**src/rtl/reloj_pkg.sv**
```systemverilog
// reloj_pkg
//   Shared definitions for the 24-hour clock controller.
//   - mode_t   : operating mode encoding driven on the `mode` output
//                (RUN = 00, SET_H = 01, SET_M = 10; 11 is never used).
//   - HOUR_MAX : largest legal hour value (23).
//   - MIN_MAX  : largest legal minute value (59).
//   - SEC_MAX  : largest legal second value (59).
package reloj_pkg;

  typedef enum logic [1:0] {
    RUN   = 2'b00,
    SET_H = 2'b01,
    SET_M = 2'b10
  } mode_t;

  localparam logic [4:0] HOUR_MAX = 5'd23;
  localparam logic [5:0] MIN_MAX  = 6'd59;
  localparam logic [5:0] SEC_MAX  = 6'd59;

endpackage

```
**src/rtl/tick_gen.sv**
```systemverilog
// tick_gen
//   Free-running prescaler counting 0..CLK_HZ-1. Produces two enables in
//   the clock domain; no derived clocks are generated.
//
// Parameters
//   CLK_HZ  input clock frequency in Hz (even, >= 4)
//
// Ports
//   clock   system clock, rising edge active
//   rst_n   asynchronous active-low reset (release already synchronized)
//   clr     synchronous restart: the next cycle starts at count 0
//   tick    1 exactly in the cycle where count == CLK_HZ-1
//   half    1 exactly in the cycle where count == CLK_HZ/2-1, i.e. the
//           last cycle of the first half-second
module tick_gen #(
  parameter int CLK_HZ = 50000000
) (
  input  logic clock,
  input  logic rst_n,
  input  logic clr,
  output logic tick,
  output logic half
);

  localparam int CW = (CLK_HZ > 1) ? $clog2(CLK_HZ) : 1;
  localparam logic [CW-1:0] LAST      = CW'(CLK_HZ - 1);
  localparam logic [CW-1:0] HALF_LAST = CW'(CLK_HZ / 2 - 1);

  logic [CW-1:0] count;
  logic [CW-1:0] count_nxt;

  always_comb begin
    count_nxt = count + CW'(1);
    if (clr || (count == LAST)) begin
      count_nxt = '0;
    end
  end

  // tick and half are registered from the next count so they line up
  // with the count value they describe, not one cycle late.
  always_ff @(posedge clock or negedge rst_n) begin
    if (!rst_n) begin
      count <= '0;
      tick  <= 1'b0;
      half  <= 1'b0;
    end else begin
      count <= count_nxt;
      tick  <= (count_nxt == LAST);
      half  <= (count_nxt == HALF_LAST);
    end
  end

endmodule

```
**src/rtl/reloj_control.sv**
```systemverilog
// reloj_control
//   24-hour clock with a three-mode setting FSM (RUN -> SET_H -> SET_M).
//   In RUN the time advances once per second with full carry chain; in the
//   SET modes time is frozen and btn_inc bumps the selected field without
//   carry. Leaving SET_M clears seconds and restarts the prescaler so the
//   first second after setting is a full second.
//
// Parameters
//   CLK_HZ    input clock frequency in Hz (even, >= 4)
//
// Ports
//   clock     system clock, rising edge active
//   reset_n   asynchronous active-low reset; assertion is immediate,
//             release is synchronized internally
//   btn_mode  one-cycle pulse, advances the mode
//   btn_inc   one-cycle pulse, increments the field being edited
//   hours     current hour 0..23 (registered)
//   minutes   current minute 0..59 (registered)
//   seconds   current second 0..59 (registered)
//   mode      00 RUN, 01 SET_H, 10 SET_M (registered)
//   blink     blink enable for the edited field, high in the first half
//             of each second while in a SET mode (registered)
//   tick_1hz  one-cycle pulse every CLK_HZ cycles
module reloj_control
  import reloj_pkg::*;
#(
  parameter int CLK_HZ = 50000000
) (
  input  logic       clock,
  input  logic       reset_n,
  input  logic       btn_mode,
  input  logic       btn_inc,
  output logic [4:0] hours,
  output logic [5:0] minutes,
  output logic [5:0] seconds,
  output logic [1:0] mode,
  output logic       blink,
  output logic       tick_1hz
);

  // Wrap-around increments. The >= compare also pulls any out-of-range
  // value straight back to 0 so illegal values cannot persist.
  function automatic logic [4:0] inc_hour(input logic [4:0] v);
    return (v >= HOUR_MAX) ? 5'd0 : v + 5'd1;
  endfunction

  function automatic logic [5:0] inc_sexa(input logic [5:0] v,
                                          input logic [5:0] vmax);
    return (v >= vmax) ? 6'd0 : v + 6'd1;
  endfunction

  // Reset synchronizer: asserts asynchronously, releases two edges later.
  logic [1:0] rst_sync;
  logic       rst_n_i;

  always_ff @(posedge clock or negedge reset_n) begin
    if (!reset_n) begin
      rst_sync <= 2'b00;
    end else begin
      rst_sync <= {rst_sync[0], 1'b1};
    end
  end

  assign rst_n_i = rst_sync[1];

  logic tick;
  logic half;
  logic restart;

  tick_gen #(
    .CLK_HZ(CLK_HZ)
  ) u_tick_gen (
    .clock(clock),
    .rst_n(rst_n_i),
    .clr  (restart),
    .tick (tick),
    .half (half)
  );

  assign tick_1hz = tick;

  mode_t      state;
  mode_t      state_nxt;
  logic [4:0] hours_nxt;
  logic [5:0] minutes_nxt;
  logic [5:0] seconds_nxt;
  logic       hi_phase;
  logic       hi_nxt;
  logic       blink_nxt;

  assign mode = state;

  always_comb begin
    state_nxt   = state;
    hours_nxt   = hours;
    minutes_nxt = minutes;
    seconds_nxt = seconds;
    restart     = 1'b0;

    if (btn_mode) begin
      case (state)
        RUN:   state_nxt = SET_H;
        SET_H: state_nxt = SET_M;
        SET_M: begin
          state_nxt   = RUN;
          seconds_nxt = 6'd0;
          restart     = 1'b1;
        end
        default: state_nxt = RUN;
      endcase
    end

    // btn_mode takes priority, so btn_inc only acts when btn_mode is low.
    case (state)
      RUN: begin
        if (tick) begin
          seconds_nxt = inc_sexa(seconds, SEC_MAX);
          if (seconds >= SEC_MAX) begin
            minutes_nxt = inc_sexa(minutes, MIN_MAX);
            if (minutes >= MIN_MAX) begin
              hours_nxt = inc_hour(hours);
            end
          end
        end
      end
      SET_H: begin
        if (btn_inc && !btn_mode) begin
          hours_nxt = inc_hour(hours);
        end
      end
      SET_M: begin
        if (btn_inc && !btn_mode) begin
          minutes_nxt = inc_sexa(minutes, MIN_MAX);
        end
      end
      default: ;
    endcase

    // hi_phase mirrors "prescaler count < CLK_HZ/2" for the next cycle,
    // reconstructed from the two enables: a wrap or restart enters the
    // first half, the half pulse leaves it.
    hi_nxt = hi_phase;
    if (restart || tick) begin
      hi_nxt = 1'b1;
    end else if (half) begin
      hi_nxt = 1'b0;
    end

    blink_nxt = (state_nxt != RUN) && hi_nxt;
  end

  always_ff @(posedge clock or negedge rst_n_i) begin
    if (!rst_n_i) begin
      state    <= RUN;
      hours    <= 5'd0;
      minutes  <= 6'd0;
      seconds  <= 6'd0;
      hi_phase <= 1'b1;
      blink    <= 1'b0;
    end else begin
      state    <= state_nxt;
      hours    <= hours_nxt;
      minutes  <= minutes_nxt;
      seconds  <= seconds_nxt;
      hi_phase <= hi_nxt;
      blink    <= blink_nxt;
    end
  end

endmodule

```
**config.mk**
```make
export PLATFORM = sky130hd
export DESIGN_NAME = reloj_control
export DESIGN_NICKNAME = d
export VERILOG_FILES = /design/src/rtl/reloj_pkg.sv /design/src/rtl/tick_gen.sv /design/src/rtl/reloj_control.sv
export SDC_FILE = /design/constraint.sdc
export NUM_CORES = 1
export LEC_CHECK = 0
export CAP_MARGIN = 5
export CORE_ASPECT_RATIO = 1.4
export CORE_UTILIZATION = 55
export CTS_CLUSTER_DIAMETER = 100
export CTS_CLUSTER_SIZE = 25
export DETAILED_ROUTE_END_ITERATION = 16
export PLACE_DENSITY = 0.77
export SKIP_LAST_GASP = 1
export SLEW_MARGIN = 15
export SYNTH_ARGS = -nofsm -noshare
export SYNTH_HDL_FRONTEND = slang
export SYNTH_SLANG_ARGS = --single-unit
```
**constraint.sdc**
```tcl
create_clock -name clock -period 2.8 [get_ports clock]
set_clock_uncertainty 0.15 [all_clocks]
set_input_delay 0.7 -clock clock [delete_from_list [all_inputs] [get_ports clock]]
set_output_delay 0.7 -clock clock [all_outputs]
set_load 0.02 [all_outputs]
```
==> results.toml, run 1 <==
[sta]
worstMarginPinSlew_ns = 0.620
tns_ns = 0
max_freq_mhz = 377
relSlewSlack_pct = 58.7
min_period_over_period_pct = 94.7
setup_viol = 0
rsz0062_at_grt = "no"
holdWs_ns = 0.201
hold_viol_final = 0
period_needed_ns = 2.65
drv_slew = 0

[synth]
yosys.area.top_type = "dfrtp_1"
ys_types = 55
synth_area_um2 = 2840
ys_seq_area_share_pct = 44.9
synth_warnings = 0
synth_ff_type = "dfrtp_1"
synth_area_leaders = "dfrtp_1 (44%), xnor2_1 (5.9%), nor2_1 (4.9%)"
synth_cells = 304
async_flop_share_pct = 100
ys_seq_elements = 51
syn_nets = 312
synth_edf_count = 0
syn_area_per_cell_um2 = 9.36
synth_top_area_share_pct = 44.0

[clock_tree]
htreeDepth = 2
clock-sinks = 51
cts_setup_buffers = 0
clk-insertion-delay-late_ns = 0.31
ctsHoldBuffers = 0
cts_buffer_depth = 2
cts_buffers = 5
cts_resized = 0
root_buffer = "clkbuf_8"
cts_tree = "done"
clk_pin_slew_ns = 0.10

[worst_setup_path]
crit_family = "simple AND/OR/NAND/NOR gates"
cp-startpoint = "u_tick_gen.count[0]"
slowest_stage = "or4_4"
endpoint = "u_tick_gen.tick"
end_kind = "register"
crit_top_cell = "or4_4"
critical_path_depth = 7
critPathArrivalTime_ns = 2.72
crit_fanout = 6
crit_path_start_kind = "register"
critPathKind = "reg2reg"
r2r-end = "u_tick_gen.tick"
r2r-start = "u_tick_gen.count[0]"
required_ns = 2.87
reg2reg_setup_slack_ns = 0.15
cp_slowest_stage_delay_ns = 0.59
ff2ff_path_depth = 7
cp_cell_sequence = "ha_1, nand2_1, or4_4, nor3_2, xnor2_1, or4_4, nor4_2"
critPathBufInv = 0

[routing]
drc = 0
first_pass_iters = 4
viasPerCell = 5.97
via_count = 2336
totalWireLength_um = 6010
drt_iter0_drc = 127
wl_per_cell_um = 15.4
detail-route-antenna-nets = 0

[power]
ir_worst_vdd_v = 0.000453
seqPwrFrac_pct = 50.4
combinationalPowerShare_pct = 27.1
p_clk_share_pct = 22.5
swShare_pct = 34.7
p_sw_uw = 691
leakage_nw = 1.30
power_density_nw_per_um2 = 614
power.internal_mw = 1.30

[worst_hold_path]
hp-class = "reg2async"

[final_layout]
n_antenna_cell = 0
mostFrequentLayoutCells = "dfrtp_1 (49), nor2_1 (37), nand3_1 (27), nand2_1 (24), clkdlybuf4s50_1 (24)"
utilization_pct = 66.1
drive_gt1_share_pct = 8.56
final_nets = 334
areaGrowthSynthToFinish_pct = 14.3
multi_input_area_um2 = 1460
final_common_cell = "dfrtp_1"
fillers = 388
seq_area_um2 = 1280

[placed_design]
place_hpwl_um = 4450
gp_congestion = 0.925
port-buffer-count = 24

[global_route]
antenna_found_initial = 0
grt.total_usage_pct = 24.7
grt_first_pass_wirelength_um = 10500
first_global_vias = 2244
gr-total-overflow = 0
grt_max_degree = 50

[die]
start_util_pct = 57.8
dieArea_um2 = 5470
rows = 30
fp.dieW_um = 62.8
boundaryPins = 25
core-area_um2 = 4920
die_h_um = 87.1

[run]
cap_violations = 0

[status]
status = "complete, no violations"
[area by class of cell]
cell class              instances  share of cell area, %
multi-input cells             226                   44.9
flip-flops and latches         51                   39.4
repair buffers                 30                   8.78
clock buffers                   6                   2.54
well taps                      64                   2.46
inverters                      12                   1.39
clock inverters                 2                  0.501
[sequential cells by signal (all words and copies together), names as in the netlist]
register          flops
u_tick_gen.count     26
minutes               6
seconds               6
hours                 5
mode                  2
rst_sync              2
blink                 1
hi_phase              1
u_tick_gen.half       1
u_tick_gen.tick       1
[logic make-up (layout without fill, tap and decap cells)]
| family | after synthesis | after routing | share of synthesized area (%) |
|---|---|---|---|
| buffers and inverters | 27 | 50 | 4.00 |
| other | 1 | 1 | 0.132 |
| AO/OA/AOI/OAI | 45 | 45 | 10.6 |
| AND/OR/NAND/NOR | 144 | 144 | 28.4 |
| XOR/XNOR | 26 | 26 | 8.01 |
| multiplexers | 5 | 5 | 1.76 |
| flip-flops | 51 | 51 | 44.9 |
| adder cells (fa/ha/maj) | 5 | 5 | 2.11 |
[power groups by stage]
stage                     clock, mW  sequential [mW]  combinational, mW
final                         0.449             1.01              0.540
after global routing          0.491             1.03              0.601
after CTS                     0.465             1.01              0.547
after detailed placement          0             1.02              0.546
after global placement            0             1.01              0.529
after floorplan                   0             1.04              0.306
[Yosys cell counts (5+ instances only)]
master     n
nand4_1    8
xnor2_1   19
clkbuf_1   8
nand2_1   24
a21oi_1    7
xor2_1     7
nor2_1    37
nor4_1     5
dfrtp_1   50
o21ai_0   12
mux2i_1    5
inv_1     12
nand3_1   27
nor3_1     9
[worst reg2reg max path, delay by kind of cell (launching register included)]
| family | cells | cell delay [ns] |
|---|---|---|
| and+or+nand+nor | 5 | 1.62 |
| DFF | 1 | 0.43 |
| adders and majority gates | 1 | 0.26 |
| xor gates and xnor gates | 1 | 0.11 |
[metrics by stage]
step	power, mW	std cells	cell area, µm²	setup slack [ns]
6_report	2.00	391	3250	0.149
5_1_grt	2.13	391	3250	0.0164
4_1_cts	2.02	391	3250	0.149
3_5_place_dp	1.57	383	3150	0.163
3_3_place_gp	1.54	383	3150	0.229
2_1_floorplan	1.35	304	2840	0.332
[how the worst min path moves through the flow]
stage           startpoint          end  slack [ns]  depth (start not counted)
2_1_floorplan  rst_sync[0]  rst_sync[1]        0.18                          0
3_3_place_gp   rst_sync[0]  rst_sync[1]        0.18                          0
3_5_place_dp   rst_sync[0]  rst_sync[1]        0.19                          0
4_1_cts        rst_sync[0]  rst_sync[1]        0.22                          0
5_1_grt        rst_sync[0]  rst_sync[1]        0.23                          0
6_report       rst_sync[1]   minutes[3]        0.20                          0
[per-layer routing]
layer / global-route usage, % / part of all wire (%)
met1: 29.7 / 42
met2: 42.9 / 51
met3: 3.40 / 3.0
met4: 13.3 / 3.4
met5: 0 / 0
Power figures use the tool's default switching activity.
==> run 2, diff against run 1 <==
--- a/config.mk
+++ b/config.mk
@@ -9,7 +9,6 @@
 export CORE_ASPECT_RATIO = 1.4
 export CORE_UTILIZATION = 55
 export CTS_CLUSTER_DIAMETER = 100
-export CTS_CLUSTER_SIZE = 25
 export DETAILED_ROUTE_END_ITERATION = 16
 export PLACE_DENSITY = 0.77
 export SKIP_LAST_GASP = 1
==> results of run 2 <==
Final layout, timing and power as in run 1 (identical DEF).
==> run 3, diff against run 2 <==
--- a/config.mk
+++ b/config.mk
@@ -7,10 +7,9 @@
 export LEC_CHECK = 0
 export CAP_MARGIN = 5
 export CORE_ASPECT_RATIO = 1.4
-export CORE_UTILIZATION = 55
+export CORE_UTILIZATION = 45
 export CTS_CLUSTER_DIAMETER = 100
 export DETAILED_ROUTE_END_ITERATION = 16
-export PLACE_DENSITY = 0.77
 export SKIP_LAST_GASP = 1
 export SLEW_MARGIN = 15
 export SYNTH_ARGS = -nofsm -noshare
==> results.toml, run 3 (same netlist as run 1, synthesis figures left out) <==
[placed_design]
place_hpwl_um = 4730
place_inst = 398
gp_congestion = 0.913
port-buffer-count = 24
pre_cts_ws_ns = 0.167
place_area_um2 = 3220

[worst_setup_path]
crit_top_cell = "or4_4"
required_ns = 2.87
critPathBufInv = 0
crit_fanout = 6
crit_path_start_kind = "register"
critical_path_depth = 7
r2r-end = "u_tick_gen.tick"
endpoint = "u_tick_gen.tick"
r2r-start = "u_tick_gen.count[0]"
reg2reg_setup_slack_ns = 0.17
cp-startpoint = "u_tick_gen.count[0]"
critPathArrivalTime_ns = 2.69
slowest_stage = "or4_4"
critPathKind = "reg2reg"
end_kind = "register"
cp_cell_sequence = "ha_2, nand2_1, or4_4, nor3_2, xnor2_1, or4_4, nor4_2"
crit_family = "simple AND/OR/NAND/NOR gates"
cp_slowest_stage_delay_ns = 0.59
ff2ff_path_depth = 7

[die]
fp.dieW_um = 69.2
core-area_um2 = 5990
dieArea_um2 = 6650
boundaryPins = 25
start_util_pct = 47.5
rows = 33
die_h_um = 96.1

[sta]
drv_slew = 0
tns_ns = 0
rsz0062_at_grt = "no"
holdWs_ns = 0.0398
worstMarginPinSlew_ns = 0.594
min_period_over_period_pct = 93.8
worst_slack_ns = 0.175
period_needed_ns = 2.63
max_freq_mhz = 381
setup_viol = 0
hold_viol_final = 0
relSlewSlack_pct = 60.1

[final_layout]
utilization_pct = 55.9
n_antenna_cell = 0
largest_reg_flops = 26
finalInstanceArea_um2 = 3350
reg_top3 = "u_tick_gen.count x26, minutes x6, seconds x6"
final_cells = 407
seq_area_um2 = 1280
areaGrowthSynthToFinish_pct = 17.6
drive_gt1_share_pct = 11.6
mostFrequentLayoutCells = "dfrtp_1 (49), nor2_1 (37), nand3_1 (27), nand2_1 (24), clkdlybuf4s50_1 (24)"
final_common_cell = "dfrtp_1"
multi_input_area_um2 = 1460
fillers = 542
final_nets = 344
top_register = "u_tick_gen.count"

[clock_tree]
clk_pin_slew_ns = 0.09
root_buffer = "clkbuf_8"
cts_tree = "done"
clock-sinks = 51
cts_buffer_depth = 2
clk-insertion-delay-late_ns = 0.30
htreeDepth = 2
cts_buffers = 5

[global_route]
gr-usage-met2_pct = 37.9
grt_use_met1_pct = 23.8
first_global_vias = 2272
antenna_found_initial = 0
grt.total_usage_pct = 20.6
grt_busiest_layer = "met2"
use_met3_pct = 3.04
grt_max_degree = 34
gr-total-overflow = 0
grt_first_pass_wirelength_um = 10800

[power]
swShare_pct = 33.1
totalPowerFinal_mw = 2.07
combinationalPowerShare_pct = 28.0
ir_worst_vdd_v = 0.000497
p_sw_uw = 686
seqPwrFrac_pct = 47.3
p_clk_share_pct = 24.7
power.internal_mw = 1.39
power_density_nw_per_um2 = 619
leakage_nw = 1.35

[routing]
drt_iter0_drc = 139
totalWireLength_um = 6220
viasPerCell = 5.73
drc = 0
wl_per_cell_um = 15.3
first_pass_iters = 4
detail-route-antenna-nets = 0
via_count = 2332

[run]
cap_violations = 0

[worst_hold_path]
hp-class = "reg2async"

[status]
status = "complete, no violations"
run 3: worst min-delay path by stage:
stage                startpoint              endpoint  slack (ns)  cells past startpoint
floorplan           rst_sync[0]           rst_sync[1]        0.18                      0
global placement    rst_sync[1]  u_tick_gen.count[25]        0.04                      0
detailed placement  rst_sync[1]  u_tick_gen.count[25]        0.04                      0
CTS                 rst_sync[1]  u_tick_gen.count[25]        0.06                      0
global route        rst_sync[1]  u_tick_gen.count[25]        0.09                      0
finish              rst_sync[1]  u_tick_gen.count[20]        0.04                      0
run 3: final cells by class:
type	instances	area share (%)
multi-input combinational	226	43.7
clock inverter	3	1.31
sequential	51	38.2
tap	70	2.62
inverter	12	1.35
clock buffer	5	2.06
timing repair buffer	40	10.8
run 3: metal layers:
metal / wire length (µm) / part of all wire (%) / vias to the layer above
met3: 209 / 3.4 / 10
li1: - / - / 1143
met2: 3310 / 53 / 55
met5: 0 / 0 / -
met1: 2590 / 42 / 1124
met4: 114 / 1.8 / 0
run 3: power groups by stage:
stage                     clock, mW  combinational (mW)  sequential (mW)
after global routing          0.561               0.638             1.01
after floorplan                   0               0.306             1.04
final                         0.512               0.580            0.980
after CTS                     0.537               0.580            0.981
after detailed placement          0               0.577            0.997
after global placement            0               0.575            0.994
run 3: what timing repair did:
item / in CTS / in global routing
endpoints found under the hold margin: 0 / 0
resized for setup: 0 / 1
buffers inserted: 0 / 1
hold buffers: 0 / 0
endpoints found under the setup margin: 0 / 2
